==> src/rtl/freq_encode_pkg.sv <==
// Shared definitions for the freq_encode block: FSM state encoding,
// default counter width and synchronizer depth.
package freq_pkg;

   // Default width of the period / high-time counters and outputs.
   localparam int CNT_W_DEF = 20;

   // Number of flops in the pwm_in metastability synchronizer.
   localparam int SYNC_STAGES = 2;

   // Measurement FSM: IDLE waits for the first rise, MEASURE counts a period.
   typedef enum logic [0:0] {
      IDLE    = 1'b0,
      MEASURE = 1'b1
   } state_t;

endpackage : freq_pkg

==> src/rtl/freq_encode_if.sv <==
// Measurement bus of freq_encode: the PWM input and the registered
// period / high-time results with their valid pulse and no-signal flag.
interface freq_encode_if
   import freq_pkg::*;
#(
   parameter int CNT_W = CNT_W_DEF
);

   logic             pwm_in;
   logic [CNT_W-1:0] count;
   logic [CNT_W-1:0] high_cnt;
   logic             valid;
   logic             no_signal;

   // Stimulus / consumer side: drives the waveform, reads the results.
   modport master (
      output pwm_in,
      input  count,
      input  high_cnt,
      input  valid,
      input  no_signal
   );

   // Measuring block side.
   modport slave (
      input  pwm_in,
      output count,
      output high_cnt,
      output valid,
      output no_signal
   );

endinterface : freq_encode_if

==> src/rtl/freq_encode_edge_sync.sv <==
// edge_sync: brings the asynchronous pwm_in into the clk domain through a
// SYNC_STAGES-deep flop chain and flags rising / falling transitions by
// comparing the synchronized level with its value one cycle earlier.
module edge_sync
   import freq_pkg::*;
(
   input  logic clk,
   input  logic rst_n,
   input  logic din,
   output logic level,
   output logic rise,
   output logic fall
);

   logic [SYNC_STAGES-1:0] sync_q;
   logic                   prev_q;

   // Synchronizer shift chain plus one-cycle-delayed copy of its output.
   always_ff @(posedge clk or negedge rst_n) begin
      if (!rst_n) begin
         sync_q <= '0;
         prev_q <= 1'b0;
      end else begin
         // NOTE: non-blocking assignments make every flop sample the old value
         // of its neighbour, so the chain really is SYNC_STAGES flops deep.
         sync_q <= {sync_q[SYNC_STAGES-2:0], din};
         prev_q <= sync_q[SYNC_STAGES-1];
      end
   end

   assign level = sync_q[SYNC_STAGES-1];
   assign rise  = level & ~prev_q;
   assign fall  = ~level & prev_q;

endmodule : edge_sync

==> src/rtl/freq_encode.sv <==
// freq_encode: measures period and high time of pwm_in in clk cycles.
// A rise in MEASURE latches the running counters into count / high_cnt and
// pulses valid one cycle later (4 clk cycles after the pwm_in edge).
// TIMEOUT cycles without a rise drop back to IDLE and raise no_signal.
// Optional build macro FREQ_ENCODE_AVG_EN: report the truncated mean of
// four consecutive periods, with valid only on every fourth period.
module freq_encode
   import freq_pkg::*;
#(
   parameter int CNT_W   = CNT_W_DEF,
   parameter int TIMEOUT = 2**CNT_W - 1
)(
   input  logic          clk,
   input  logic          rst_n,
   freq_encode_if.slave  bus
);

   localparam logic [CNT_W-1:0] TIMEOUT_V = CNT_W'(TIMEOUT);
   localparam logic [CNT_W-1:0] ONE       = CNT_W'(1);

   state_t           state;
   logic [CNT_W-1:0] per_cnt;
   logic [CNT_W-1:0] hi_cnt;
   logic             hi_phase;
   logic [CNT_W-1:0] count_q;
   logic [CNT_W-1:0] high_q;
   logic             upd_q;
   logic             valid_q;
   logic             no_sig_q;

   logic             level;
   logic             rise;
   logic             fall;

   edge_sync u_edge_sync (
      .clk   (clk),
      .rst_n (rst_n),
      .din   (bus.pwm_in),
      .level (level),
      .rise  (rise),
      .fall  (fall)
   );

`ifdef FREQ_ENCODE_AVG_EN
   // Two extra bits hold the sum of four full-scale periods without overflow.
   logic [CNT_W+1:0] sum_per;
   logic [CNT_W+1:0] sum_hi;
   logic [CNT_W+1:0] sum_per_nxt;
   logic [CNT_W+1:0] sum_hi_nxt;
   logic [1:0]       idx;

   assign sum_per_nxt = sum_per + (CNT_W+2)'(per_cnt);
   assign sum_hi_nxt  = sum_hi  + (CNT_W+2)'(hi_cnt);
`endif

   // Measurement FSM: period / high-time counting, result capture, timeout.
   always_ff @(posedge clk or negedge rst_n) begin
      if (!rst_n) begin
         state    <= IDLE;
         per_cnt  <= '0;
         hi_cnt   <= '0;
         hi_phase <= 1'b0;
         count_q  <= '0;
         high_q   <= '0;
         upd_q    <= 1'b0;
         no_sig_q <= 1'b1;
`ifdef FREQ_ENCODE_AVG_EN
         sum_per  <= '0;
         sum_hi   <= '0;
         idx      <= '0;
`endif
      end else begin
         upd_q <= 1'b0;
         case (state)
            IDLE: begin
               if (rise) begin
                  state    <= MEASURE;
                  per_cnt  <= ONE;
                  hi_cnt   <= ONE;
                  hi_phase <= 1'b1;
               end
            end
            MEASURE: begin
               // A rise takes priority over a coincident timeout.
               if (rise) begin
                  per_cnt  <= ONE;
                  hi_cnt   <= ONE;
                  hi_phase <= 1'b1;
`ifdef FREQ_ENCODE_AVG_EN
                  idx <= idx + 2'd1;
                  if (idx == 2'd3) begin
                     count_q  <= sum_per_nxt[CNT_W+1:2];
                     high_q   <= sum_hi_nxt[CNT_W+1:2];
                     upd_q    <= 1'b1;
                     no_sig_q <= 1'b0;
                     sum_per  <= '0;
                     sum_hi   <= '0;
                  end else begin
                     sum_per  <= sum_per_nxt;
                     sum_hi   <= sum_hi_nxt;
                  end
`else
                  count_q  <= per_cnt;
                  high_q   <= hi_cnt;
                  upd_q    <= 1'b1;
                  no_sig_q <= 1'b0;
`endif
               end else if (per_cnt == TIMEOUT_V) begin
                  state    <= IDLE;
                  per_cnt  <= '0;
                  hi_cnt   <= '0;
                  hi_phase <= 1'b0;
                  count_q  <= '0;
                  high_q   <= '0;
                  no_sig_q <= 1'b1;
`ifdef FREQ_ENCODE_AVG_EN
                  sum_per  <= '0;
                  sum_hi   <= '0;
                  idx      <= '0;
`endif
               end else begin
                  per_cnt <= per_cnt + ONE;
                  // The high phase opened by the rise closes on the fall.
                  if (hi_phase && !fall) begin
                     hi_cnt <= hi_cnt + ONE;
                  end
                  if (fall) begin
                     hi_phase <= 1'b0;
                  end
               end
            end
            default: state <= IDLE;
         endcase
      end
   end

   // valid trails the result capture by one cycle.
   always_ff @(posedge clk or negedge rst_n) begin
      if (!rst_n) begin
         valid_q <= 1'b0;
      end else begin
         valid_q <= upd_q;
      end
   end

   assign bus.count     = count_q;
   assign bus.high_cnt  = high_q;
   assign bus.valid     = valid_q;
   assign bus.no_signal = no_sig_q;

endmodule : freq_encode

==> src/flat_wrapper.sv <==
// flat-port wrapper written by rule: the top's interface ports become plain ports
module freq_encode_flat import freq_pkg::*;
#(
   parameter int CNT_W   = CNT_W_DEF,
   parameter int TIMEOUT = 2**CNT_W - 1
)
  (clk, rst_n, bus_pwm_in, bus_count, bus_high_cnt, bus_valid, bus_no_signal);
  freq_encode_if #(.CNT_W(CNT_W)) bus_i ();
  input  logic clk;
  input  logic rst_n;
  input wire logic [$bits(bus_i.pwm_in)-1:0] bus_pwm_in;
  output wire logic [$bits(bus_i.count)-1:0] bus_count;
  output wire logic [$bits(bus_i.high_cnt)-1:0] bus_high_cnt;
  output wire logic [$bits(bus_i.valid)-1:0] bus_valid;
  output wire logic [$bits(bus_i.no_signal)-1:0] bus_no_signal;
  assign bus_i.pwm_in = bus_pwm_in;
  assign bus_count = bus_i.count;
  assign bus_high_cnt = bus_i.high_cnt;
  assign bus_valid = bus_i.valid;
  assign bus_no_signal = bus_i.no_signal;
  freq_encode #(.CNT_W(CNT_W), .TIMEOUT(TIMEOUT)) u_core (.clk(clk), .rst_n(rst_n), .bus(bus_i));
endmodule
==> config.mk <==
export PLATFORM = sky130hd
export DESIGN_NAME = freq_encode_flat
export DESIGN_NICKNAME = d
export VERILOG_FILES = /design/src/rtl/freq_encode_pkg.sv /design/src/rtl/freq_encode_if.sv /design/src/rtl/freq_encode_edge_sync.sv /design/src/rtl/freq_encode.sv /design/src/flat_wrapper.sv
export SDC_FILE = /design/constraint.sdc
export NUM_CORES = 1
export LEC_CHECK = 0
export ABC_AREA = 1
export CAP_MARGIN = 20
export CORE_MARGIN = 10
export CORE_UTILIZATION = 34
export DETAILED_ROUTE_END_ITERATION = 6
export MAX_ROUTING_LAYER = met4
export PLACE_DENSITY = 0.62
export RECOVER_POWER = 100
export SETUP_SLACK_MARGIN = 0.02
export SYNTH_ARGS = -nofsm -noshare
export SYNTH_HDL_FRONTEND = slang
export SYNTH_SLANG_ARGS = --single-unit
==> constraint.sdc <==
create_clock -name clk -period 4.5 [get_ports clk]
set_clock_uncertainty 0.15 [all_clocks]
set_input_delay 0.9 -clock clk [delete_from_list [all_inputs] [get_ports clk]]
set_output_delay 0.9 -clock clk [all_outputs]
set_load 0.01 [all_outputs]
==> flow_summary.ini <==
[logic_synthesis]
ys_seq_area_frac = 0.5158
synthMostInstantiatedCell = nand2_1
synthMuxAreaShare = 0
synth_common_cells = nand2_1 (149), dfrtp_1 (87), nor2_1 (58), o21ai_0 (56), inv_1 (52)
yosysWarnings = 0
synthSimpleGateAreaFrac = 0.2560
avgSynthCellArea_sq_um = 8.278
synthXorXnorAreaFrac = 0.03281
ys_top_cells_by_area = dfrtp_1 (51%), nand2_1 (13%), o21ai_0 (6.6%)
synth.cell_area_sq_um = 4272
yosys.area.top_type_share = 0.5097
synth-seq-cells = 88
synth-edff-count = 0
yosys_most_used_dff = dfrtp_1
synth_top_family_by_area = simple AND/OR/NAND/NOR gates
synth_compound_area_frac = 0.1186
synth_cells = 516
synth.distinct_cells = 32
synthAdderAreaFrac = 0.005858
synth_top_cell_by_area = dfrtp_1
async_flop_share = 1.000
synth_fp_nets = 521

[detailed_routing]
firstDrtPassIters = 4
drc_errors = 0
viasPerCell = 4.658
num_vias = 3419
first_iter_violations = 206
wire_per_inst_microns = 13.19
routed_wl_microns = 9685
ant_nets = 0

[min_path]
hp-class = reg2reg
hold_end = u_core.u_edge_sync.sync_q[1]
hp-start = u_core.u_edge_sync.sync_q[0]
holdPathStages = 0

[timing]
post-route-min-period_ps = 3159
finalHoldViolCount = 0
final.setup.tns_ps = 0
holdWs_ps = 201.0
max_freq_ghz = 0.3166
slew_headroom = -0.04588
fin_crit_sh = 0.7019
tightest_slew_ps = 1569
maxSlewViolCount = 30
grt_setup_unrepaired = no
setup_viol = 0

[setup_path]
r2r_setup_slack_ps = 1340
cp-end-kind = flop
cpMaxStageDelayCell = clkbuf_1
cp_common_cell = nand2_1
cp_num_cells = 11
crit_family = simple AND/OR/NAND/NOR gates
path_cells = ha_1 -> nand2_2 -> nor2_1 -> nand2_1 -> nor2_1 -> nand2_1 -> nand2_1 -> nand2_1 -> clkbuf_1 -> nand2_1 -> o21ai_1
r2r_cells = 11
crit_path_start_kind = flop
cpPeakStageDelay_ps = 1040
path_max_fanout = 29
rr_endpoint = u_core.bus.no_signal
worstSetupPathType = reg2reg
crit_arrival_ps = 3270
rr_startpoint = u_core.per_cnt[0]
required_ps = 4610
path_buf_inv = 1

[global_routing]
antenna_found_initial = 0
grtUsageTotal = 0.1184
grt_pass1_wl_microns = 16880
gr-total-overflow = 0
grt_pass1_vias = 3443
grt_max_degree = 61

[final_layout]
layout-drive-gt1-share = 0.05654
nNetsFinal = 566
syn_to_final_growth_pct = 18.34
nFillCells = 1243
diodes = 0
layout.cells.non_filler = 734

[floorplan]
start_util = 0.3512
rows = 40
die_height_microns = 132.1
die_area_sq_um = 17450
dieWidth_microns = 132.1
coreArea_sq_um = 12160
io_pins = 45

[power_and_ir_drop]
power.density_nw_per_um2 = 361.2
p_total_mw = 1.826
p_leak_nw = 2.248
vdd_drop_max_uv = 185.3

[status]
outcome = finished, violations left
violations = capacitance limit, slew limit

[job]
maxCapViolations = 1

[clocking]
root_buffer = clkbuf_16
htreeDepth = 3
numClockSinks = 88
cts_resized = 0
holdBufCountCts = 0
tritoncts = done
postCtsSetupBuffers = 0
numCtsBuffers = 9
clockBufferDepth = 2
clock_latency_ps = 350
clkTransAtPathRegs_ps = 60

[placement]
dp.cells = 717
portBuffers = 44
hpwl_microns = 6776
place_congestion = 0.8773
-- logic make-up (layout without fill, tap and decap cells) --
kind of cell	count (synthesis)	count (layout)
AO/OA/AOI/OAI	88	88
adder cells (fa/ha/maj)	2	2
buffers and inverters	70	120
flip-flops	88	88
AND/OR/NAND/NOR	252	252
XOR/XNOR	16	16
-- cell usage in the layout (no fill, tap or decap), types with 9 or more instances in the layout --
cell type	count
xor2_1	14
dfrtp_1	87
inv_1	53
clkbuf_16	9
o21ai_0	69
nand2_1	150
o22ai_1	11
nand3_1	20
nor2_1	62
dlygate4sd3_1	43
-- cell type report --
type                    instances  area, sq um  share of cell area
clock buffers                  14        254.0             0.05025
clock inverters                 2        15.01            0.002970
inverters                      55        206.4             0.04084
multi-input cells             358         1694              0.3351
flip-flops and latches         88         2203              0.4359
well taps                     168        210.2             0.04158
repair buffers                 49        471.7             0.09332
-- per-stage QoR --
stage | util | cell area (sq um) | setup WS [ps]
floorplan | - | 4272 | 2681
global placement | 0.3991 | 4853 | 2111
detailed placement | 0.3991 | 4853 | 2032
CTS | 0.4212 | 5122 | 1992
global route | 0.4156 | 5055 | 1067
finish | 0.4156 | 5055 | 1341
-- report_power, final --
group	switching (mW)	leakage [nW]	internal, mW	total (mW)
Combinational	0.142	0.934	0.0977	0.240
Sequential	0.0460	1.19	0.852	0.898
Clock	0.297	0.123	0.390	0.687
-- layer usage --
layer  up-vias  global-route usage  share of wire
met1      1610              0.1523           0.49
met4         0             0.04512          0.020
met5         -                   -              0
li1       1730                   -              -
met3        16             0.03125          0.045
met2        63              0.1742           0.45
-- sequential cells by signal, indices dropped and copies added (netlist names) --
register / count
u_core.u_edge_sync.sync_q: 2
u_core.bus.no_signal: 1
u_core.u_edge_sync.prev_q: 1
u_core.bus.high_cnt: 20
u_core.state: 1
u_core.bus.count: 20
u_core.per_cnt: 20
u_core.hi_cnt: 20
u_core.bus.valid: 1
u_core.hi_phase: 1
u_core.upd_q: 1
-- how the worst max path moves through the flow --
stage,from,endpoint,slack (ps)
2_1_floorplan,u_core.per_cnt[0],u_core.per_cnt[11],2680
3_3_place_gp,u_core.per_cnt[0],u_core.bus.high_cnt[7],2110
3_5_place_dp,u_core.per_cnt[0],u_core.bus.count[1],2030
4_1_cts,u_core.per_cnt[0],u_core.per_cnt[15],1990
5_1_grt,u_core.per_cnt[0],u_core.bus.count[2],1070
6_report,u_core.per_cnt[0],u_core.bus.no_signal,1340
-- worst reg2reg max path, cell delays in order, from the launching register on --
cell and delay (ps):
dfrtp_1 410, ha_1 240, nand2_2 70, nor2_1 60, nand2_1 180, nor2_1 120
nand2_1 100, nand2_1 50, nand2_1 370, clkbuf_1 1050, nand2_1 130, o21ai_1 130
(Power assumes the default switching activity.)
